`src/rtl/fifo_dpram_ctrl.sv`:
```
// fifo_dpram_ctrl: FIFO controller for an external 1-clock dual-port RAM (A write, B read); FIFO_ERR_FLAGS_EN enables sticky err_ovf/err_udf
module fifo_dpram_ctrl #(
    parameter int DATA_WIDTH = 8,
    parameter int ADDR_WIDTH = 6,
    parameter int AF_THRESH  = 60,
    parameter int AE_THRESH  = 4
) (
    input  logic                  clk,
    input  logic                  reset_L,
    input  logic                  push,
    input  logic [DATA_WIDTH-1:0] data_in,
    input  logic                  pop,
    output logic [DATA_WIDTH-1:0] data_out,
    output logic                  valid_out,
    output logic                  full,
    output logic                  empty,
    output logic                  almost_full,
    output logic                  almost_empty,
    output logic [ADDR_WIDTH:0]   fifo_count,
    output logic                  err_ovf,
    output logic                  err_udf,
    output logic [ADDR_WIDTH-1:0] ram_addr_a,
    output logic [DATA_WIDTH-1:0] ram_data_a,
    output logic                  ram_we_a,
    output logic [ADDR_WIDTH-1:0] ram_addr_b,
    output logic [DATA_WIDTH-1:0] ram_data_b,
    output logic                  ram_we_b,
    input  logic [DATA_WIDTH-1:0] ram_q_b
);
    localparam logic [ADDR_WIDTH:0] DEPTH = {1'b1, {ADDR_WIDTH{1'b0}}};
    localparam logic [ADDR_WIDTH:0] AF_C  = AF_THRESH[ADDR_WIDTH:0];
    localparam logic [ADDR_WIDTH:0] AE_C  = AE_THRESH[ADDR_WIDTH:0];

    typedef enum logic [1:0] {ST_EMPTY, ST_ACTIVE, ST_FULL} state_e;

    state_e                state_q;
    logic [ADDR_WIDTH-1:0] wr_ptr_q, rd_ptr_q;
    logic [ADDR_WIDTH:0]   cnt_q, cnt_d;
    logic                  valid_q, full_q, empty_q, af_q, ae_q;
    logic                  en_q;
    logic                  push_ok, pop_ok;

    // en_q stays low through the first edge after reset release so nothing is accepted on it
    assign push_ok = en_q & push & ~full_q;
    assign pop_ok  = en_q & pop & ~empty_q;
    assign cnt_d   = (push_ok && !pop_ok) ? cnt_q + 1'b1 :
                     (pop_ok && !push_ok) ? cnt_q - 1'b1 : cnt_q;

    assign ram_addr_a   = wr_ptr_q;
    assign ram_data_a   = data_in;
    assign ram_we_a     = push_ok;
    assign ram_addr_b   = rd_ptr_q;
    assign ram_data_b   = '0;
    assign ram_we_b     = 1'b0;
    assign data_out     = ram_q_b;
    assign valid_out    = valid_q;
    assign full         = full_q;
    assign empty        = empty_q;
    assign almost_full  = af_q;
    assign almost_empty = ae_q;
    assign fifo_count   = cnt_q;

    // Pointers, occupancy and status flags; flags are registered from the next count so they match fifo_count
    always_ff @(posedge clk or negedge reset_L) begin
        if (!reset_L) begin
            en_q     <= 1'b0;
            wr_ptr_q <= '0;
            rd_ptr_q <= '0;
            cnt_q    <= '0;
            valid_q  <= 1'b0;
            full_q   <= 1'b0;
            empty_q  <= 1'b1;
            af_q     <= 1'b0;
            ae_q     <= 1'b1;
        end else begin
            en_q     <= 1'b1;
            wr_ptr_q <= push_ok ? wr_ptr_q + 1'b1 : wr_ptr_q;
            rd_ptr_q <= pop_ok ? rd_ptr_q + 1'b1 : rd_ptr_q;
            cnt_q    <= cnt_d;
            valid_q  <= pop_ok;
            full_q   <= cnt_d == DEPTH;
            empty_q  <= cnt_d == '0;
            af_q     <= cnt_d >= AF_C;
            ae_q     <= cnt_d <= AE_C;
        end
    end

    // Occupancy state machine: EMPTY / ACTIVE / FULL
    always_ff @(posedge clk or negedge reset_L) begin
        if (!reset_L) begin
            state_q <= ST_EMPTY;
        end else begin
            case (state_q)
                ST_EMPTY:  state_q <= push_ok ? ST_ACTIVE : ST_EMPTY;
                ST_ACTIVE: state_q <= (cnt_d == '0) ? ST_EMPTY : (cnt_d == DEPTH) ? ST_FULL : ST_ACTIVE;
                ST_FULL:   state_q <= pop_ok ? ST_ACTIVE : ST_FULL;
                default:   state_q <= ST_EMPTY;
            endcase
        end
    end

`ifdef FIFO_ERR_FLAGS_EN
    logic ovf_q, udf_q;
    // Sticky error flags: a rejected push sets overflow, a rejected pop sets underflow
    always_ff @(posedge clk or negedge reset_L) begin
        if (!reset_L) begin
            ovf_q <= 1'b0;
            udf_q <= 1'b0;
        end else begin
            ovf_q <= ovf_q | (en_q & push & full_q);
            udf_q <= udf_q | (en_q & pop & empty_q);
        end
    end
    assign err_ovf = ovf_q;
    assign err_udf = udf_q;
`else
    assign err_ovf = 1'b0;
    assign err_udf = 1'b0;
`endif
endmodule

```
`config.mk`:
```
export PLATFORM = sky130hd
export DESIGN_NAME = fifo_dpram_ctrl
export DESIGN_NICKNAME = d
export VERILOG_FILES = /design/src/rtl/fifo_dpram_ctrl.sv
export SDC_FILE = /design/constraint.sdc
export NUM_CORES = 1
export LEC_CHECK = 0
export ABC_AREA = 1
export CORE_AREA = 2 2 69 71
export CTS_CLUSTER_DIAMETER = 100
export CTS_CLUSTER_SIZE = 40
export DETAILED_ROUTE_END_ITERATION = 8
export DIE_AREA = 0 0 71 73
export PLACE_DENSITY_LB_ADDON = 0.12
export SYNTH_ARGS = -nofsm -noshare
export SYNTH_HDL_FRONTEND = slang
export SYNTH_SLANG_ARGS = --single-unit
export TNS_END_PERCENT = 30
```
`constraint.sdc`:
```
create_clock -name clk -period 1.3 [get_ports clk]
set_input_delay 0.39 -clock clk [delete_from_list [all_inputs] [get_ports clk]]
set_output_delay 0.39 -clock clk [all_outputs]
set_load 0.01 [all_outputs]
```
==> results of run 1 <==
## layout by cell type, fill, tap and decap left out, types with 10 or more instances in the layout
master | netlist | routed
nand3_1 | 16 | 10
buf_4 | 27 | 36
clkbuf_2 | 0 | 15
inv_1 | 18 | 13
nor2_1 | 17 | 10
dfrtp_1 | 23 | 20
nand2_1 | 40 | 29
nand2_2 | 5 | 14
buf_6 | 0 | 14
conb_1 | 2 | 12
## sequential cells by signal (all words and copies together) (netlist names)
signal / cells
valid_out: 1
ram_addr_a: 6
full: 1
almost_full: 1
en_q: 1
empty: 1
ram_addr_b: 6
almost_empty: 1
fifo_count: 7
## kinds of logic (layout without fill, tap and decap cells)
logic type / count (synthesis) / count (layout)
AND/OR/NAND/NOR: 96 / 96
buffers and inverters: 46 / 97
flip-flops: 25 / 25
XOR/XNOR: 11 / 11
adder cells (fa/ha/maj): 4 / 4
other: 2 / 12
AO/OA/AOI/OAI: 1 / 1
## worst min path at each step
stage,from,end,depth (start not counted)
final,reset_L,ram_addr_b[5],2
after global routing,reset_L,fifo_count[5],2
after CTS,reset_L,ram_addr_b[5],2
after detailed placement,ram_addr_a[5],ram_addr_a[5],2
after global placement,ram_addr_a[5],ram_addr_a[5],2
after floorplan,reset_L,almost_full,0
## final cells by class
| class | instances | area [µm²] | area share [%] |
|---|---|---|---|
| Clock buffer | 3 | 41.3 | 1.80 |
| Tap cell | 54 | 67.6 | 2.95 |
| Timing Repair Buffer | 74 | 586 | 25.6 |
| Multi-Input combinational cell | 124 | 880 | 38.4 |
| Sequential cell | 25 | 632 | 27.6 |
| Inverter | 19 | 76.3 | 3.33 |
| Clock inverter | 1 | 7.51 | 0.328 |
## report_power, final
part | switching (W) | internal [W]
Sequential | 0.000164 | 0.00106
Clock | 0.000271 | 0.000217
Combinational | 0.00130 | 0.00130
## per-stage QoR
step,total power (W),instance area (µm²),std cells
after floorplan,0.00238,1640,195
after global placement,0.00353,2050,284
after detailed placement,0.00355,2050,284
after CTS,0.00427,2270,299
after global routing,0.00467,2290,300
final,0.00431,2290,300
## timing repair
action	4_1_cts	5_1_grt
endpoints found under the setup margin	44	36
cloned	0	0
resized for setup	97	41
pin swaps	16	15
buffers inserted	11	2
## critical path, stage by stage, from the launching register on
cell and delay (ps):
dfstp_2 560, buf_6 130, inv_4 50, nand2_4 100, nand3_4 90, nand2_1 70
nand2_1 60, nand2_2 90, nand3_2 90, nor2_4 130, inv_1 60, nor2_2 100
## metal layers
layer / GRT usage, % / vias to the layer above
met4: 1.47 / 0
li1: - / 654
met5: 0 / -
met3: 3.31 / 2
met1: 15.7 / 598
met2: 25.6 / 32
==> metrics.md, run 1 <==
| Metric | Value |
|---|---|
| Fin crit share | 121% |
| Core ar. | around 4500 µm² |
| Leak | about 1.1 nW |
| Synth Register Bits | 25 |
| Startpoint Class | flip-flop |
| Final setup fails | 12 |
| Routed wire length | 3430 µm |
| DP HPWL | 2460 µm |
| Crit path capture | empty |
| Synth Area in Simple Gates | about a third |
| Cts hold-fix bufs | 0 |
| DRT met1 WL | about 1400 µm |
| PnR worst setup slack | -271 ps |
| RSZ-0062 raised after global routing | true |
| Reg2reg path depth | 11 |
| Initial core utilization | 34.7% |
| Worst-case clock skew | between 4 and 5 ps |
| Yosys warns | 0 |
| Reg2reg setup slack | -270 ps |
| Post-Place Setup Slack | -702 ps |
| Area growth syn-to-layout | 45.4% |
| Fill count | approximately 440 |
| Vias per cell | about 4.3 |
| WL met3 | between 150 and 200 µm |
| Start point of the critical path | empty |
| Largest area contributor in the netlist | dfrtp_1 |
| Sequential fraction of the synthesis area | roughly 40% |
| Mux cell area share after synthesis | 0% |
| Clk_lat worst skew | ~270 ps |
| Clk slew on worst S/H paths | roughly 100 ps |
| Highest clock rate | 637 MHz |
| Async set-or-reset flop fraction in the synthesized netlist | 100% |
| Total Routing Usage GR | a little over an eighth |
| Residual DRC | 0 |
| I/O Pins | a little over 70 |
| Yosys cell types | 23 |
| Largest net degree at the start of global routing | 26 |
| First-pass GRT wire length | ~5700 µm |
| Final hold violations | 0 |
| Vias in the first global route | ~1300 |
| Synth Area in XOR/XNOR | under 10% |
| WL met2 | about 1800 µm |
| CTS H-tree lvls | 1 |
| Initial drt markers | 14 |
| CP Class | reg2reg |
| RR Endpoint | empty |
| Layout cells sized above 1 | between 50% and 60% |
| Post-synthesis compound-gate area fraction | 0.556% |
| Pwr dens | 1880 nW/µm² |
| CTS root buf | clkbuf_8 |
| Synth cell count leaders | nand2_1 (40), buf_4 (27), dfrtp_1 (23) |
| Vias | roughly 1300 |
| Synth area leaders | dfrtp_1 (37%), buf_4 (13%), nand2_1 (9.5%), nand3_1 (5.1%), inv_1 (4.3%) |
| Setup TNS | -2060 ps |
| Number of synthesized flops with an enable pin | 0 |
| Nets@finish | 271 |
| DIE AREA | around 5200 µm² |
| Largest family of logic cells by synthesized area | simple AND/OR/NAND/NOR gates |
| Port Buffer Count | 28 |
| Clock sinks | 25 |
| Initial antenna violation count | 0 |
| Adder-Cell Fraction of Synth Area | under 10% |
| VDD IR max | 0.000862 V |
| Cts bufs inserted | 3 |
| Syn Area/Cell | about 8.5 µm² |
| CTS tree | built |
| Count leader, synth | nand2_1 |
| Remaining global-route overflow | 0 |
| Synth Flop Type | dfrtp_1 |
| CP arrival | approximately 1800 ps |
| Post-route antenna net violation count | 0 |
| Final core utilization | between 50% and 60% |
| Placer Congestion | ~0.79 |
| Fin. max-slew vios | 0 |
| Die width | between 70 and 80 µm |
| Crit. End Element | flip-flop |
| Period minus WS final | between 1500 and 2000 ps |
| Outcome | complete, but fails checks |
| Failing checks | setup timing |
| Critical path peak fanout | 2 |
| Worst min path class | in2async |
| Longest Clk Path Bufs | 2 |
| Hold slack | around 460 ps |
| DR top layer | met4 |
| Reg2Reg Launch Point | empty |
| First drt pass iteration count | 4 |
| Area share of the leading cell type in the synthesized netlist | between 30 and 40% |
| Post-Syn Area | between 1500 and 2000 µm² |
| Required time of the critical path | ~1500 ps |
| Syn Inst Count | between 150 and 200 |
| Die Span Y | about 73 µm |
| Row count | 25 |
| Drt wl/cell | 11.4 µm |
| Max Cap Violations | 0 |
| Antenna cells | 0 |
Note: power is estimated with default switching activity, not from simulation.
==> run 2, diff against run 1 <==
- TNS_END_PERCENT: 30 -> 10
==> metrics.md, run 2 (same netlist as run 1, synthesis figures left out) <==
| Metric | Value |
|---|---|
| Drt wl/cell | around 12 µm |
| Max reg flops | 7 |
| Commonest non-fill, non-tap cell in the layout | buf_4 |
| Vias | 1292 |
| Crit. End Element | flip-flop |
| Max incr delay on CP | 420 ps |
| Area growth syn-to-layout | 40.1% |
| Startpoint Class | flip-flop |
| Post-route antenna net violation count | 0 |
| CTS H-tree lvls | 1 |
| Critical path peak fanout | 4 |
| Post-Place Setup Slack | -703 ps |
| CTS root buf | clkbuf_8 |
| RR Endpoint | fifo_count[4] |
| Routed wire length | 3450 µm |
| Residual DRC | 0 |
| Slowest CP cell | dfrtp_2 |
| Pwr dens | about 1900 nW/µm² |
| RSZ-0062 raised after global routing | true |
| Core ar. | around 4500 µm² |
| Reg2Reg Launch Point | fifo_count[1] |
| DP HPWL | roughly 2500 µm |
| Clk_lat worst skew | ~270 ps |
| PnR worst setup slack | -238 ps |
| WP buf/inv | 4 |
| Largest net degree at the start of global routing | 26 |
| Placer Congestion | roughly 0.86 |
| Commonest non-fill, non-tap cells in the layout | buf_4 (35), nand2_1 (32), dfrtp_1 (19), clkbuf_2 (15) |
| Remaining global-route overflow | 0 |
| VDD IR max | about 0.00078 V |
| First drt pass iteration count | 4 |
| Critical Path Most Common Cell | nand2_1 |
| First-pass GRT wire length | 5830 µm |
| Vias per cell | between 4 and 5 |
| Dpl cells | 281 |
| CTS tree | built |
| Max Cap Violations | 0 |
| Period minus WS final | 1540 ps |
| Total Routing Usage GR | around 14% |
| Crit path depth | 11 |
| Cts bufs inserted | 3 |
| Cells along the critical path | buf_6 -> inv_4 -> ha_4 -> nand2_1 -> nand2_1 -> nand2_1 -> nand2_1 -> nand2_1 -> a21oi_2 -> inv_1 -> buf_4 |
| Worst min path class | in2async |
| Highest clock rate | approximately 650 MHz |
| Worst-case clock skew | about 1.9 ps |
| Fin crit share | 118% |
| Initial core utilization | between 30% and 40% |
| I/O Pins | 72 |
| Port Buffer Count | 28 |
| Vias in the first global route | around 1300 |
| Final core utilization | between 40% and 50% |
| Reg2reg path depth | 11 |
| Cts hold-fix bufs | 0 |
| Final cell count without fillers | approximately 300 |
| Initial antenna violation count | 0 |
| CP Class | reg2reg |
| DIE AREA | just over 5000 µm² |
| Clk slew on worst S/H paths | about 100 ps |
| Final setup fails | 17 |
| Longest Clk Path Bufs | 2 |
| Die Span Y | about 73 µm |
| Required time of the critical path | roughly 1500 ps |
| Final hold violations | 0 |
| Reg2reg setup slack | -240 ps |
| Layout cells sized above 1 | 51.2% |
| Delay-heaviest family, CP | flip-flops |
| Initial drt markers | between 50 and 60 |
| Antenna cells | 0 |
| Clock sinks | 25 |
| Row count | 25 |
| CP arrival | 1710 ps |
| Leak | ~1.1 nW |
| Die width | roughly 71 µm |
| Nets@finish | 267 |
| Fin. max-slew vios | 0 |
| Outcome | complete, but fails checks |
| Failing checks | setup timing |
## run 2: cell count changes in the layout (fill, tap and decap cells not counted), sizes merged
cell         before  now
buf              54   51
dlygate4sd2       2    1
## run 2: cell type report
cell class	count	area, µm²
timing repair buffer	70	534
fill	458	2330
sequential	25	633
clock buffer	3	41.3
tap	54	67.6
multi-input combinational	124	847
clock inverter	1	7.51
inverter	19	76.3
## run 2: how the worst max path moves through the flow
| stage | from | endpoint | slack (ps) |
|---|---|---|---|
| floorplan | empty | empty | -110 |
| global placement | push | ram_we_a | -680 |
| finish | fifo_count[1] | fifo_count[4] | -240 |
| global route | fifo_count[0] | almost_full | -330 |
| CTS | full | almost_empty | -220 |
| detailed placement | push | ram_we_a | -700 |
## run 2: where the power goes
group | total (W) | switching (W) | leakage (nW) | internal, W
Clock | 0.000488 | 0.000270 | 0.0217 | 0.000217
Sequential | 0.00123 | 0.000165 | 0.296 | 0.00106
Combinational | 0.00254 | 0.00130 | 0.788 | 0.00124
Total | 0.00426 | 0.00174 | 1.11 | 0.00252
## run 2: repair_timing
action / in CTS / in global routing
pin swaps: 15 / 12
gates resized for setup: 98 / 32
buffers inserted: 7 / 4
setup endpoints to repair: 44 / 37
hold endpoints to repair: 0 / 0
## run 2: per-layer routing
metal | wire length [µm] | share of wire (%) | global-route usage [%]
met4 | 31 | 0.90 | 3.56
met1 | 1420 | 41 | 16.1
met5 | 0 | 0 | 0
met2 | 1800 | 52 | 24.9
met3 | 199 | 5.8 | 4.56
## run 2: through the flow
step | setup TNS [ps] | hold WS (ps) | cell area [µm²] | total power (W)
after floorplan | -433 | 94.4 | 1640 | 0.00238
after global placement | -11800 | 533 | 2030 | 0.00353
after detailed placement | -12170 | 531 | 2030 | 0.00355
after CTS | -2030 | 478 | 2220 | 0.00427
after global routing | -3700 | 476 | 2210 | 0.00463
final | -2250 | 470 | 2210 | 0.00426
==> run 3, diff against run 2 <==
- ABC_CLOCK_PERIOD_IN_PS: not set -> 1300
- CORE_AREA: 2 2 69 71 -> 2 2 67 69
- CTS_BUF_LIST: not set -> sky130_fd_sc_hd__clkbuf_4
- DIE_AREA: 0 0 71 73 -> 0 0 69 71
==> metrics.md, run 3 (same netlist as run 1, synthesis figures left out) <==
| Metric | Value |
|---|---|
| Cts hold-fix bufs | 0 |
| Clk_lat worst skew | between 300 and 400 ps |
| Required time of the critical path | between 1500 and 2000 ps |
| Outcome | complete, but fails checks |
| Max Cap Violations | 0 |
| Routed wire length | 3640 µm |
| Worst min path class | in2async |
| Post-route antenna net violation count | 0 |
| Vias | approximately 1400 |
| Final cell count without fillers | roughly 300 |
| Initial drt markers | 38 |
| Commonest non-fill, non-tap cells in the layout | buf_4 (40), nand2_1 (30), buf_2 (21), dfrtp_1 (20), buf_6 (15) |
| Total Routing Usage GR | about 15% |
| Final setup fails | 18 |
| CTS tree | built |
| Leak | roughly 1.2 nW |
| Longest Clk Path Bufs | 2 |
| Worst-case clock skew | around 10 ps |
| First-pass GRT wire length | 6200 µm |
| Placer Congestion | just under 0.9 |
| Die Span Y | about 71 µm |
| Area growth syn-to-layout | 45.9% |
| Vias per cell | ~4.5 |
| CP Class | reg2reg |
| Final core utilization | a little over half |
| Post-Place Setup Slack | -702 ps |
| Row count | 24 |
| Residual DRC | 0 |
| CTS H-tree lvls | 1 |
| Initial core utilization | between 30% and 40% |
| Drt wl/cell | roughly 12 µm |
| Remaining global-route overflow | 0 |
| Die width | slightly below 70 µm |
| PnR worst setup slack | -257 ps |
| Fin crit share | 120% |
| Clock sinks | 25 |
| Hold slack | between 300 and 400 ps |
| VDD IR max | between 0.001 and 0.0015 V |
| RSZ-0062 raised after global routing | true |
| Core ar. | 4200 µm² |
| Fin. max-slew vios | 0 |
| I/O Pins | 72 |
| First drt pass iteration count | 4 |
| Initial antenna violation count | 0 |
| Dpl cells | between 200 and 300 |
| Reg2reg setup slack | -260 ps |
| Port Buffer Count | 28 |
| Startpoint Class | flip-flop |
| Nets@finish | between 200 and 300 |
| Largest net degree at the start of global routing | 26 |
| Layout cells sized above 1 | a little under three fifths |
| Commonest non-fill, non-tap cell in the layout | buf_4 |
| Critical path peak fanout | 3 |
| Crit. End Element | flip-flop |
| Final hold violations | 0 |
| Antenna cells | 0 |
| CP arrival | roughly 1800 ps |
| CTS root buf | clkbuf_4 |
| Failing checks | setup timing |
| Clk slew on worst S/H paths | about 140 ps |
| DIE AREA | 4900 µm² |
| Vias in the first global route | approximately 1400 |
| Highest clock rate | approximately 640 MHz |
| DP HPWL | about 2600 µm |
| Cts bufs inserted | 3 |
| Pwr dens | approximately 1900 nW/µm² |
| Period minus WS final | about 1600 ps |
| Max reg flops | 7 |
[run 3: cell count changes in the layout (fill, tap and decap cells not counted), sizes merged]
cell,change
buf,+26
dlygate4sd2,+1
clkinvlp,-1
clkdlybuf4s15,-2
clkbuf,-14
[run 3: worst max-delay path, stage by stage, from the launching register on]
cell and delay (ps):
dfrtp_2 410, buf_6 120, ha_4 130, nand3_2 90
nor3_2 200, nand2_1 100, nand2_1 70, nand2_1 60
nand2_2 90, nand3_2 100, nor2_2 110
[run 3: repair_timing]
item | CTS | global route
setup buffers | 21 | 0
pin swaps | 21 | 8
setup endpoints to repair | 43 | 29
gates resized for setup | 146 | 15
cloned | 0 | 0
[run 3: final cells by class]
type | instances | area [µm²]
Clock buffer | 4 | 30.0
Multi-Input combinational cell | 124 | 868
Sequential cell | 25 | 632
Fill cell | 415 | 1910
Timing Repair Buffer | 80 | 622
Tap cell | 52 | 65.1
Inverter | 19 | 81.3
[run 3: worst paths after layout]
| kind | start | endpoint | cells after the start |
|---|---|---|---|
| max | fifo_count[1] | empty | 10 |
| min | reset_L | ram_addr_b[0] | 2 |
| max reg2reg | fifo_count[1] | empty | 10 |
| min reg2reg | ram_addr_b[5] | ram_addr_b[5] | 2 |
| max in group asynchronous | reset_L | empty | 2 |
| min in group clk | ram_addr_b[5] | ram_addr_b[5] | 2 |
[run 3: metal layers]
layer	global-route usage (%)	vias up	share of wire, %
met2	29.4	45	56
met4	4.36	0	0.25
met5	0	-	0
met3	3.13	4	6.0
li1	-	669	-
met1	16.8	652	38
[run 3: through the flow]
stage                     TNS, ps  area [µm²]  total power (W)
after global placement     -11700        2020          0.00352
final                       -2390        2300          0.00438
after detailed placement   -12200        2020          0.00355
after global routing        -3790        2300          0.00473
after floorplan              -433        1640          0.00238
after CTS                   -2740        2240          0.00428
[run 3: power by group]
part / internal [W] / switching [W]
clock: 0.000141 / 0.000234
combinational: 0.00140 / 0.00140
sequential: 0.00106 / 0.000149
total: 0.00260 / 0.00178
